## src/rtl/main_apb_arb_if.sv

```systemverilog
// main_apb_arb_if: one APB3 port.
// master drives the request side, slave drives the response side.
interface main_apb_arb_if #(
  parameter int P_AW = 32,
  parameter int P_DW = 32
);
  logic            psel;
  logic            penable;
  logic            pwrite;
  logic [P_AW-1:0] paddr;
  logic [P_DW-1:0] pwdata;
  logic [P_DW-1:0] prdata;
  logic            pready;
  logic            pslverr;

  modport master (
    output psel, penable, pwrite,
    output paddr, pwdata,
    input  prdata, pready, pslverr
  );

  modport slave (
    input  psel, penable, pwrite,
    input  paddr, pwdata,
    output prdata, pready, pslverr
  );
endinterface

```

## src/rtl/main_apb_arb.sv

```systemverilog
// main_apb_arb: two-master round-robin APB3 arbiter.
// Re-issues each grant downstream with an access-phase timeout.
module main_apb_arb #(
  parameter int P_AW      = 32,
  parameter int P_DW      = 32,
  parameter int P_TO_W    = 8,
  parameter int P_TIMEOUT = 255
) (
  input  logic           i_clk_main_apb_arb,
  input  logic           i_rstn_main_apb_arb,
  main_apb_arb_if.slave  m0,
  main_apb_arb_if.slave  m1,
  main_apb_arb_if.master s,
  output logic           o_arb_busy,
  output logic           o_arb_owner,
  output logic           o_timeout_pulse
);
  typedef enum logic [1:0] {
    IDLE,
    SETUP,
    ACCESS,
    DONE
  } state_t;

  localparam logic [P_TO_W-1:0] TO_LAST =
    P_TO_W'(P_TIMEOUT - 1);
  localparam bit TO_EN = (P_TIMEOUT != 0);

  state_t            state_q;
  state_t            state_d;
  logic              last_q;
  logic              owner_q;
  logic              to_q;
  logic [P_TO_W-1:0] cnt_q;
  logic [P_AW-1:0]   addr_q;
  logic              wr_q;
  logic [P_DW-1:0]   wdata_q;
  logic [P_DW-1:0]   rdata0_q;
  logic [P_DW-1:0]   rdata1_q;
  logic              err0_q;
  logic              err1_q;
  logic              req;
  logic              win;
  logic              to_hit;

  assign req = m0.psel | m1.psel;

  // Abort on the last allowed access cycle with no pready.
  assign to_hit = TO_EN
               && (state_q == ACCESS)
               && !s.pready
               && (cnt_q == TO_LAST);

  // Round-robin pick: on a tie the master not served last wins.
  always_comb begin
    win = 1'b0;
    unique case (1'b1)
      m0.psel & m1.psel:  win = ~last_q;
      m1.psel & ~m0.psel: win = 1'b1;
      default:            win = 1'b0;
    endcase
  end

  // State register.
  always_ff @(posedge i_clk_main_apb_arb) begin
    if (!i_rstn_main_apb_arb) begin
      state_q <= IDLE;
    end else begin
      state_q <= state_d;
    end
  end

  // Next-state logic.
  always_comb begin
    state_d = state_q;
    unique case (state_q)
      IDLE:    if (req) state_d = SETUP;
      SETUP:   state_d = ACCESS;
      ACCESS:  if (s.pready || to_hit) state_d = DONE;
      DONE:    state_d = IDLE;
      default: state_d = IDLE;
    endcase
  end

  // Grant capture, access counter and response capture.
  always_ff @(posedge i_clk_main_apb_arb) begin
    if (!i_rstn_main_apb_arb) begin
      last_q   <= 1'b1;
      owner_q  <= 1'b0;
      to_q     <= 1'b0;
      cnt_q    <= '0;
      addr_q   <= '0;
      wr_q     <= 1'b0;
      wdata_q  <= '0;
      rdata0_q <= '0;
      rdata1_q <= '0;
      err0_q   <= 1'b0;
      err1_q   <= 1'b0;
    end else begin
      unique case (state_q)
        IDLE: begin
          if (req) begin
            owner_q <= win;
            last_q  <= win;
            to_q    <= 1'b0;
            addr_q  <= win ? m1.paddr : m0.paddr;
            wr_q    <= win ? m1.pwrite : m0.pwrite;
            wdata_q <= win ? m1.pwdata : m0.pwdata;
          end
        end
        SETUP: cnt_q <= '0;
        ACCESS: begin
          if (s.pready) begin
            if (owner_q) begin
              rdata1_q <= s.prdata;
              err1_q   <= s.pslverr;
            end else begin
              rdata0_q <= s.prdata;
              err0_q   <= s.pslverr;
            end
          end else begin
            cnt_q <= cnt_q + 1'b1;
            if (to_hit) begin
              to_q <= 1'b1;
              if (owner_q) begin
                rdata1_q <= '0;
                err1_q   <= 1'b1;
              end else begin
                rdata0_q <= '0;
                err0_q   <= 1'b1;
              end
            end
          end
        end
        default: begin
        end
      endcase
    end
  end

  // Outputs decoded from registered state only.
  always_comb begin
    s.psel          = (state_q == SETUP)
                   || (state_q == ACCESS);
    s.penable       = (state_q == ACCESS);
    s.pwrite        = wr_q;
    s.paddr         = addr_q;
    s.pwdata        = wdata_q;
    m0.pready       = (state_q == DONE) && !owner_q;
    m1.pready       = (state_q == DONE) && owner_q;
    m0.prdata       = rdata0_q;
    m1.prdata       = rdata1_q;
    m0.pslverr      = err0_q;
    m1.pslverr      = err1_q;
    o_arb_busy      = (state_q != IDLE);
    o_arb_owner     = owner_q;
    o_timeout_pulse = (state_q == DONE) && to_q;
  end
endmodule
```

## src/flat_wrapper.sv

```systemverilog
// flat-port wrapper written by rule: the top's interface ports become plain ports
module main_apb_arb_flat 
#(
  parameter int P_AW      = 32,
  parameter int P_DW      = 32,
  parameter int P_TO_W    = 8,
  parameter int P_TIMEOUT = 255
)
  (i_clk_main_apb_arb, i_rstn_main_apb_arb, o_arb_busy, o_arb_owner, o_timeout_pulse, m0_psel, m0_penable, m0_pwrite, m0_paddr, m0_pwdata, m0_prdata, m0_pready, m0_pslverr, m1_psel, m1_penable, m1_pwrite, m1_paddr, m1_pwdata, m1_prdata, m1_pready, m1_pslverr, s_psel, s_penable, s_pwrite, s_paddr, s_pwdata, s_prdata, s_pready, s_pslverr);
  main_apb_arb_if #(.P_AW(P_AW), .P_DW(P_DW)) m0_i ();
  main_apb_arb_if #(.P_AW(P_AW), .P_DW(P_DW)) m1_i ();
  main_apb_arb_if #(.P_AW(P_AW), .P_DW(P_DW)) s_i ();
  input  logic i_clk_main_apb_arb;
  input  logic i_rstn_main_apb_arb;
  output logic o_arb_busy;
  output logic o_arb_owner;
  output logic o_timeout_pulse;
  input wire logic [$bits(m0_i.psel)-1:0] m0_psel;
  input wire logic [$bits(m0_i.penable)-1:0] m0_penable;
  input wire logic [$bits(m0_i.pwrite)-1:0] m0_pwrite;
  input wire logic [$bits(m0_i.paddr)-1:0] m0_paddr;
  input wire logic [$bits(m0_i.pwdata)-1:0] m0_pwdata;
  output wire logic [$bits(m0_i.prdata)-1:0] m0_prdata;
  output wire logic [$bits(m0_i.pready)-1:0] m0_pready;
  output wire logic [$bits(m0_i.pslverr)-1:0] m0_pslverr;
  input wire logic [$bits(m1_i.psel)-1:0] m1_psel;
  input wire logic [$bits(m1_i.penable)-1:0] m1_penable;
  input wire logic [$bits(m1_i.pwrite)-1:0] m1_pwrite;
  input wire logic [$bits(m1_i.paddr)-1:0] m1_paddr;
  input wire logic [$bits(m1_i.pwdata)-1:0] m1_pwdata;
  output wire logic [$bits(m1_i.prdata)-1:0] m1_prdata;
  output wire logic [$bits(m1_i.pready)-1:0] m1_pready;
  output wire logic [$bits(m1_i.pslverr)-1:0] m1_pslverr;
  output wire logic [$bits(s_i.psel)-1:0] s_psel;
  output wire logic [$bits(s_i.penable)-1:0] s_penable;
  output wire logic [$bits(s_i.pwrite)-1:0] s_pwrite;
  output wire logic [$bits(s_i.paddr)-1:0] s_paddr;
  output wire logic [$bits(s_i.pwdata)-1:0] s_pwdata;
  input wire logic [$bits(s_i.prdata)-1:0] s_prdata;
  input wire logic [$bits(s_i.pready)-1:0] s_pready;
  input wire logic [$bits(s_i.pslverr)-1:0] s_pslverr;
  assign m0_i.psel = m0_psel;
  assign m0_i.penable = m0_penable;
  assign m0_i.pwrite = m0_pwrite;
  assign m0_i.paddr = m0_paddr;
  assign m0_i.pwdata = m0_pwdata;
  assign m0_prdata = m0_i.prdata;
  assign m0_pready = m0_i.pready;
  assign m0_pslverr = m0_i.pslverr;
  assign m1_i.psel = m1_psel;
  assign m1_i.penable = m1_penable;
  assign m1_i.pwrite = m1_pwrite;
  assign m1_i.paddr = m1_paddr;
  assign m1_i.pwdata = m1_pwdata;
  assign m1_prdata = m1_i.prdata;
  assign m1_pready = m1_i.pready;
  assign m1_pslverr = m1_i.pslverr;
  assign s_psel = s_i.psel;
  assign s_penable = s_i.penable;
  assign s_pwrite = s_i.pwrite;
  assign s_paddr = s_i.paddr;
  assign s_pwdata = s_i.pwdata;
  assign s_i.prdata = s_prdata;
  assign s_i.pready = s_pready;
  assign s_i.pslverr = s_pslverr;
  main_apb_arb #(.P_AW(P_AW), .P_DW(P_DW), .P_TO_W(P_TO_W), .P_TIMEOUT(P_TIMEOUT)) u_core (.i_clk_main_apb_arb(i_clk_main_apb_arb), .i_rstn_main_apb_arb(i_rstn_main_apb_arb), .m0(m0_i), .m1(m1_i), .s(s_i), .o_arb_busy(o_arb_busy), .o_arb_owner(o_arb_owner), .o_timeout_pulse(o_timeout_pulse));
endmodule
```

## config.mk

```make
export PLATFORM = sky130hd
export DESIGN_NAME = main_apb_arb_flat
export DESIGN_NICKNAME = d
export VERILOG_FILES = /design/src/rtl/main_apb_arb_if.sv /design/src/rtl/main_apb_arb.sv /design/src/flat_wrapper.sv
export SDC_FILE = /design/constraint.sdc
export NUM_CORES = 1
export LEC_CHECK = 0
export CORE_ASPECT_RATIO = 0.6
export CORE_UTILIZATION = 37
export DETAILED_ROUTE_END_ITERATION = 12
export MAX_ROUTING_LAYER = met4
export PLACE_DENSITY = 0.74
export REMOVE_ABC_BUFFERS = 1
export SKIP_LAST_GASP = 1
export SLEW_MARGIN = 20
export SYNTH_ARGS = -nofsm -noshare
export SYNTH_HDL_FRONTEND = slang
export SYNTH_SLANG_ARGS = --single-unit
```

## constraint.sdc

```tcl
create_clock -name i_clk_main_apb_arb -period 1.7 [get_ports i_clk_main_apb_arb]
set_clock_uncertainty 0.2 [all_clocks]
set_input_delay 0.34 -clock i_clk_main_apb_arb [delete_from_list [all_inputs] [get_ports i_clk_main_apb_arb]]
set_output_delay 0.34 -clock i_clk_main_apb_arb [all_outputs]
set_load 0.02 [all_outputs]
```

; ---- Word-level counts from Yosys, hierarchy flattened
; Cells that the tools add are included.
[totals]
regBits = 144
out_inout_bits = 138
[classes]
addsub = 1
n_reduce_logical = 20
mux = 29
n_eq_ne = 8
bitwise_logic = 6
[ops]
columns = op, count
row1 = 2-to-1 mux 32 bit, 10
row2 = case mux 8 bit (2 select lines), 1
row3 = 2-to-1 mux 1 bit, 12
row4 = adder 8 x 1 -> 8 bit (second input constant), 1
row5 = == test 8 bit (second input constant), 1
row6 = 2-to-1 mux 8 bit, 1
row7 = case mux 2 bit (4 select lines), 1
row8 = nonzero test 2 bit, 4
row9 = inequality test 2 x 1 -> 1 bit (second input constant), 3
row10 = AND reduction 2 bit, 3
row11 = AND reduction 3 bit, 2
row12 = logical AND 1 bit, 5
row13 = == test 2 bit (second input constant), 2
row14 = 2-to-1 mux 2 bit, 2
row15 = case mux 1 bit (2 select lines), 2
row16 = AND reduction 4 bit, 1
row17 = NOT 1 bit, 3
row18 = AND 1 bit, 2
row19 = == test 2 x 1 -> 1 bit (second input constant), 1
row20 = logical NOT 1 bit, 2
row21 = logical NOT 2 bit, 1
row22 = logical OR 1 bit, 2
row23 = inequality test 2 bit (second input constant), 1
row24 = OR 1 bit, 1

; ---- Longest topological paths before layout
; Gate-level depths: netlist of the first run.
[depth]
ltp_word = 6
mapped_depth = 8
depth_no_buf = 5

; ---- Worst setup path before layout of the first run
; No wires, ideal clock.
[synth_path]
path_type = flip-flop to flip-flop
start = register u_core.state_q[0]
end = register u_core.rdata0_q[18] (netlist: u_core.m0.prdata[18])
setup_time_ns = 0.089
stages_incl_launch_ff = 8
arrival_time_ns = 1.644
synth_period_minus_slack_ns = 1.932
slack_ns = -0.232
n_path_buf = 2
required_ns = 1.411
path_cell_list = dfxtp_1 > inv_1 > ha_1 > and2b_1 > buf_2 > buf_2 > a31oi_1 > a311oi_2
[synth_via]
elab_chain_len = 5
[synth_rtl]
columns = element, line
row1 = from (decl), main_apb_arb.sv:29  ; state_t state_q;
row2 = from (signal assigned), main_apb_arb.sv:69  ; state_q <= state_d;
row3 = == test 2 bit (*), -
row4 = via s_penable, flat_wrapper.sv:35  ; output wire logic [$bits(s_i.penable)-1:0] s_penable;
row5 = logical AND 1 bit, main_apb_arb.sv:51  ; && !s.pready
row6 = logical AND 1 bit, main_apb_arb.sv:52  ; && (cnt_q == TO_LAST);
row7 = nonzero test 2 bit (no line), -
row8 = AND reduction 3 bit (no line) (*), -
row9 = to (signal assigned), main_apb_arb.sv:118  ; rdata0_q <= s.prdata;
row10 = to (decl), main_apb_arb.sv:38  ; logic [P_DW-1:0] rdata0_q;
; The timed path passes the listed nets; every way through them passes the cells marked *.
; A chain may end at the register's enable or synchronous reset.

; ---- Worst setup path in the final report of the first run
[layout_path]
start = register u_core.state_q[0]
end = register u_core.rdata0_q[26] (netlist: u_core.m0.prdata[26])
[layout_via]
elab_chain_len = 5
[layout_rtl]
columns = element, line
row1 = == test 2 bit (*), "main_apb_arb.sv:50, main_apb_arb.sv:100"
row2 = logical AND 1 bit, main_apb_arb.sv:51
row3 = logical AND 1 bit, main_apb_arb.sv:52
row4 = nonzero test 2 bit (no line), -
row5 = AND reduction 3 bit (no line) (*), -
; Mark *: on every way between the ends. The rest lies on a longest branch, timed or not.

==> run_results.csv, run 1 <==
group,metric,value,unit
finish,fillers,1245,
yosys,synth_enable_flop_cells,0,
finish,register_area,0.00289,mm2
placement,place_ws,-0.391,ns
global_route,grt_max_degree,66,
worst_setup_path,crit_fanout,8,
global_route,grt.total_usage,26.6,%
floorplanning,num_rows,36,
yosys,ys_seq_elements,144,
yosys,synth_area,0.00639,mm2
finish,nets,1195,
placement,port_buffers,305,
routing,avgRoutedWirePerCell,20.5,um
timing,hold_ws,0.169,ns
global_route,antenna_found_initial,0,
finish,multi_input_area,0.00362,mm2
timing,min_period,1.84,ns
worst_setup_path,crit_path_start_kind,"register",
clocking,root_buffer,"clkbuf_16",
placement,place_congestion,0.848,
timing,slew_headroom,72.9,%
outcome,violations,"negative setup slack",
pwr,pwr-share-seq,28.5,%
yosys,synth_common_cells,"dfxtp_1 (144), a21oi_1 (74), o21ai_0 (68)",
placement,dp_hpwl,15400,um
routing,vias,6946,
routing,routed_via_density,5.51,
finish,final_area,0.0117,mm2
clocking,clk_pin_slew,0.07,ns
timing,finalCritPeriodShare,108,%
timing,setup_ws,-0.137,ns
pwr,switching_share,38.0,%
worst_setup_path,cp.buffers_inverters,2,
yosys,yosysTopAreaCell,"dfxtp_1",
worst_setup_path,crit_slowest_cell,"dfxtp_4",
finish,drive_gt1_share,24.7,%
yosys,synth-main-ff-cell,"dfxtp_1",
yosys,synth_most_common_cell,"dfxtp_1",
finish,diodes,0,
floorplanning,die_w,172,um
yosys,yosysSeqAreaShare,45.1,%
timing,finalSetupViolations,73,
clocking,htreeDepth,4,
yosys,yosysWarnings,0,
yosys,async_flop_share,0,%
worst_setup_path,worstSetupPathType,"reg2reg",
job,cap_violations,0,
placement,dpl_cell_area,0.0100,mm2
routing,drc,0,
clocking,ctsHoldBuffers,0,
worst_setup_path,critPathTopFamily,"compound AO/OA/AOI/OAI gates",
worst_setup_path,cp-end-kind,"register",
routing,drt_wl_total,25800,um
floorplanning,die_area,0.0178,mm2
routing,drtIter0Drc,455,
pwr,clkPwrFrac,23.0,%
pwr,power_density,1350,mW/mm2
routing,dr.pass1.iters,5,
floorplanning,die_y,104,um
pwr,ir_worst_vdd,830,uV
yosys,synth_cell_types,39,
worst_setup_path,required,1.82,ns
global_route,grt_pass1_vias,6570,
clocking,cts_buffers,17,
timing,drv_slew,0,
timing,rsz0062_at_grt,"true",
worst_setup_path,path_cells,"inv_4 > ha_4 > and2b_4 > buf_6 > a31oi_1 > a311oi_2",
timing,hold_viol_final,0,
finish,area_growth_syn_to_layout,83.1,%
timing,tns,-2.95,ns
clocking,clockBufferDepth,2,
timing,max_freq,0.544,GHz
clocking,insertion_delay,0.42,ns
timing,worst_slew_pin_slew,0.406,ns
worst_setup_path,slowest_delay,0.37,ns
yosys,synth_top_cell_area_share,45.1,%
global_route,grt_first_pass_wirelength,36100,um
floorplanning,core_area,0.0166,mm2
worst_setup_path,cp.arrival,1.96,ns
pwr,p_comb_share,48.5,%
pwr,p_int,9790,uW
pwr,p_switching,5990,uW
pwr,fin_total_pwr,15800,uW
pwr,p_leak,0.00476,uW
outcome,status,"complete, but fails checks",
floorplanning,io_pins,308,
global_route,grt-ovfl-total,0,
clocking,cts_tree,"built",
routing,drtAntennaViolNets,0,
min_path,hp-class,"in2reg",
yosys,synthCells,655,
yosys,yosys-top-cells-area,"dfxtp_1 (45%), mux2i_1 (10%), a311oi_2 (7.0%), a31oi_1 (6.4%), a21oi_1 (5.8%)",
worst_setup_path,rrSetupSlack,-0.14,ns
yosys,post_synth.cell_area_avg,9.76,um2
clocking,cts_sinks,144,
floorplanning,start_util,38.6,%
-- per-stage QoR --
step	std cells	utilization, %
floorplan	583	-
global placement	1181	60.3
detailed placement	1181	60.3
CTS	1236	66.7
global route	1260	70.7
finish	1260	70.7
-- placed cells by master (no fill, tap or decap), types with 7 or more instances in the layout --
master / n
clkbuf_16: 27
a31oi_1: 46
nand3_1: 7
a311oi_2: 49
clkdlybuf4s50_1: 164
mux2i_1: 67
a21oi_1: 72
buf_4: 51
dfxtp_1: 141
a311oi_1: 16
o21ai_0: 57
dlygate4sd2_1: 115
buf_6: 21
clkdlybuf4s15_1: 10
nand2_1: 38
buf_12: 19
o21ai_1: 12
a31oi_4: 13
-- cell type report --
type	instances	area share [%]
repair buffers	414	36.9
flip-flops and latches	144	24.7
clock inverters	14	1.05
clock buffers	18	3.75
inverters	7	0.267
well taps	228	2.44
multi-input cells	435	30.9
-- timing repair --
| action | CTS | global route |
|---|---|---|
| gates resized for setup | 234 | 95 |
| gates cloned | 9 | 17 |
| endpoints found under the setup margin | 277 | 152 |
| setup buffers | 15 | 10 |
| pin swaps | 24 | 66 |
-- power groups by stage --
stage | Combinational [uW] | Clock [uW] | Sequential [uW]
3_5_place_dp | 5940 | 0 | 4510
6_report | 7660 | 3630 | 4490
5_1_grt | 8050 | 3820 | 4580
3_3_place_gp | 5870 | 0 | 4490
2_1_floorplan | 1780 | 0 | 5100
4_1_cts | 6370 | 3680 | 4470
-- cell families (layout without fill, tap and decap cells) --
family,after synthesis,after routing,synth area share (%)
adders and majority gates,6,6,1.17
DFF,144,144,45.1
muxes,67,67,10.5
AOI/OAI and AO/OA,286,288,31.0
buffers and inverters,79,453,6.61
and+or+nand+nor,73,74,5.62
-- per-layer routing --
layer,track usage (%),up-vias,part of all wire (%)
met4,6.63,0,1.1
li1,-,3273,-
met2,40.6,275,46
met1,35.7,3372,46
met3,5.43,26,7.0
met5,-,-,0
-- final timing paths --
| kind | from | endpoint | depth (start not counted) |
|---|---|---|---|
| worst max-delay path | u_core.state_q[0]$_SDFFE_PN0P_ | u_core.m0.prdata[26]$_SDFFE_PN0P_ | 6 |
| worst min-delay path | i_rstn_main_apb_arb | u_core.cnt_q[3]$_SDFFE_PN0P_ | 3 |
| worst max register to register | u_core.state_q[0]$_SDFFE_PN0P_ | u_core.m0.prdata[26]$_SDFFE_PN0P_ | 6 |
| worst min register to register | u_core.m0.pslverr$_SDFFE_PN0P_ | u_core.m0.pslverr$_SDFFE_PN0P_ | 2 |
-- state kept, by name, indices dropped and copies added, names as in the netlist --
register,flops
u_core.cnt_q,8
u_core.last_q,1
u_core.m0.prdata,32
u_core.m0.pslverr,1
u_core.m1.prdata,32
u_core.m1.pslverr,1
u_core.o_arb_owner,1
u_core.s.paddr,32
u_core.s.pwdata,32
u_core.s.pwrite,1
u_core.state_q,2
u_core.to_q,1
-- worst min-delay path: stages --
cell     delay [ns]
buf_2          0.15
inv_2          0.13
a21oi_1        0.13
Note: power is estimated with default switching activity, not from simulation.
==> run 2, diff against run 1 <==
CAP_MARGIN = 20   (was not set)
==> results of run 2 <==
The final DEF is identical to that of run 1; final timing and power are the same.
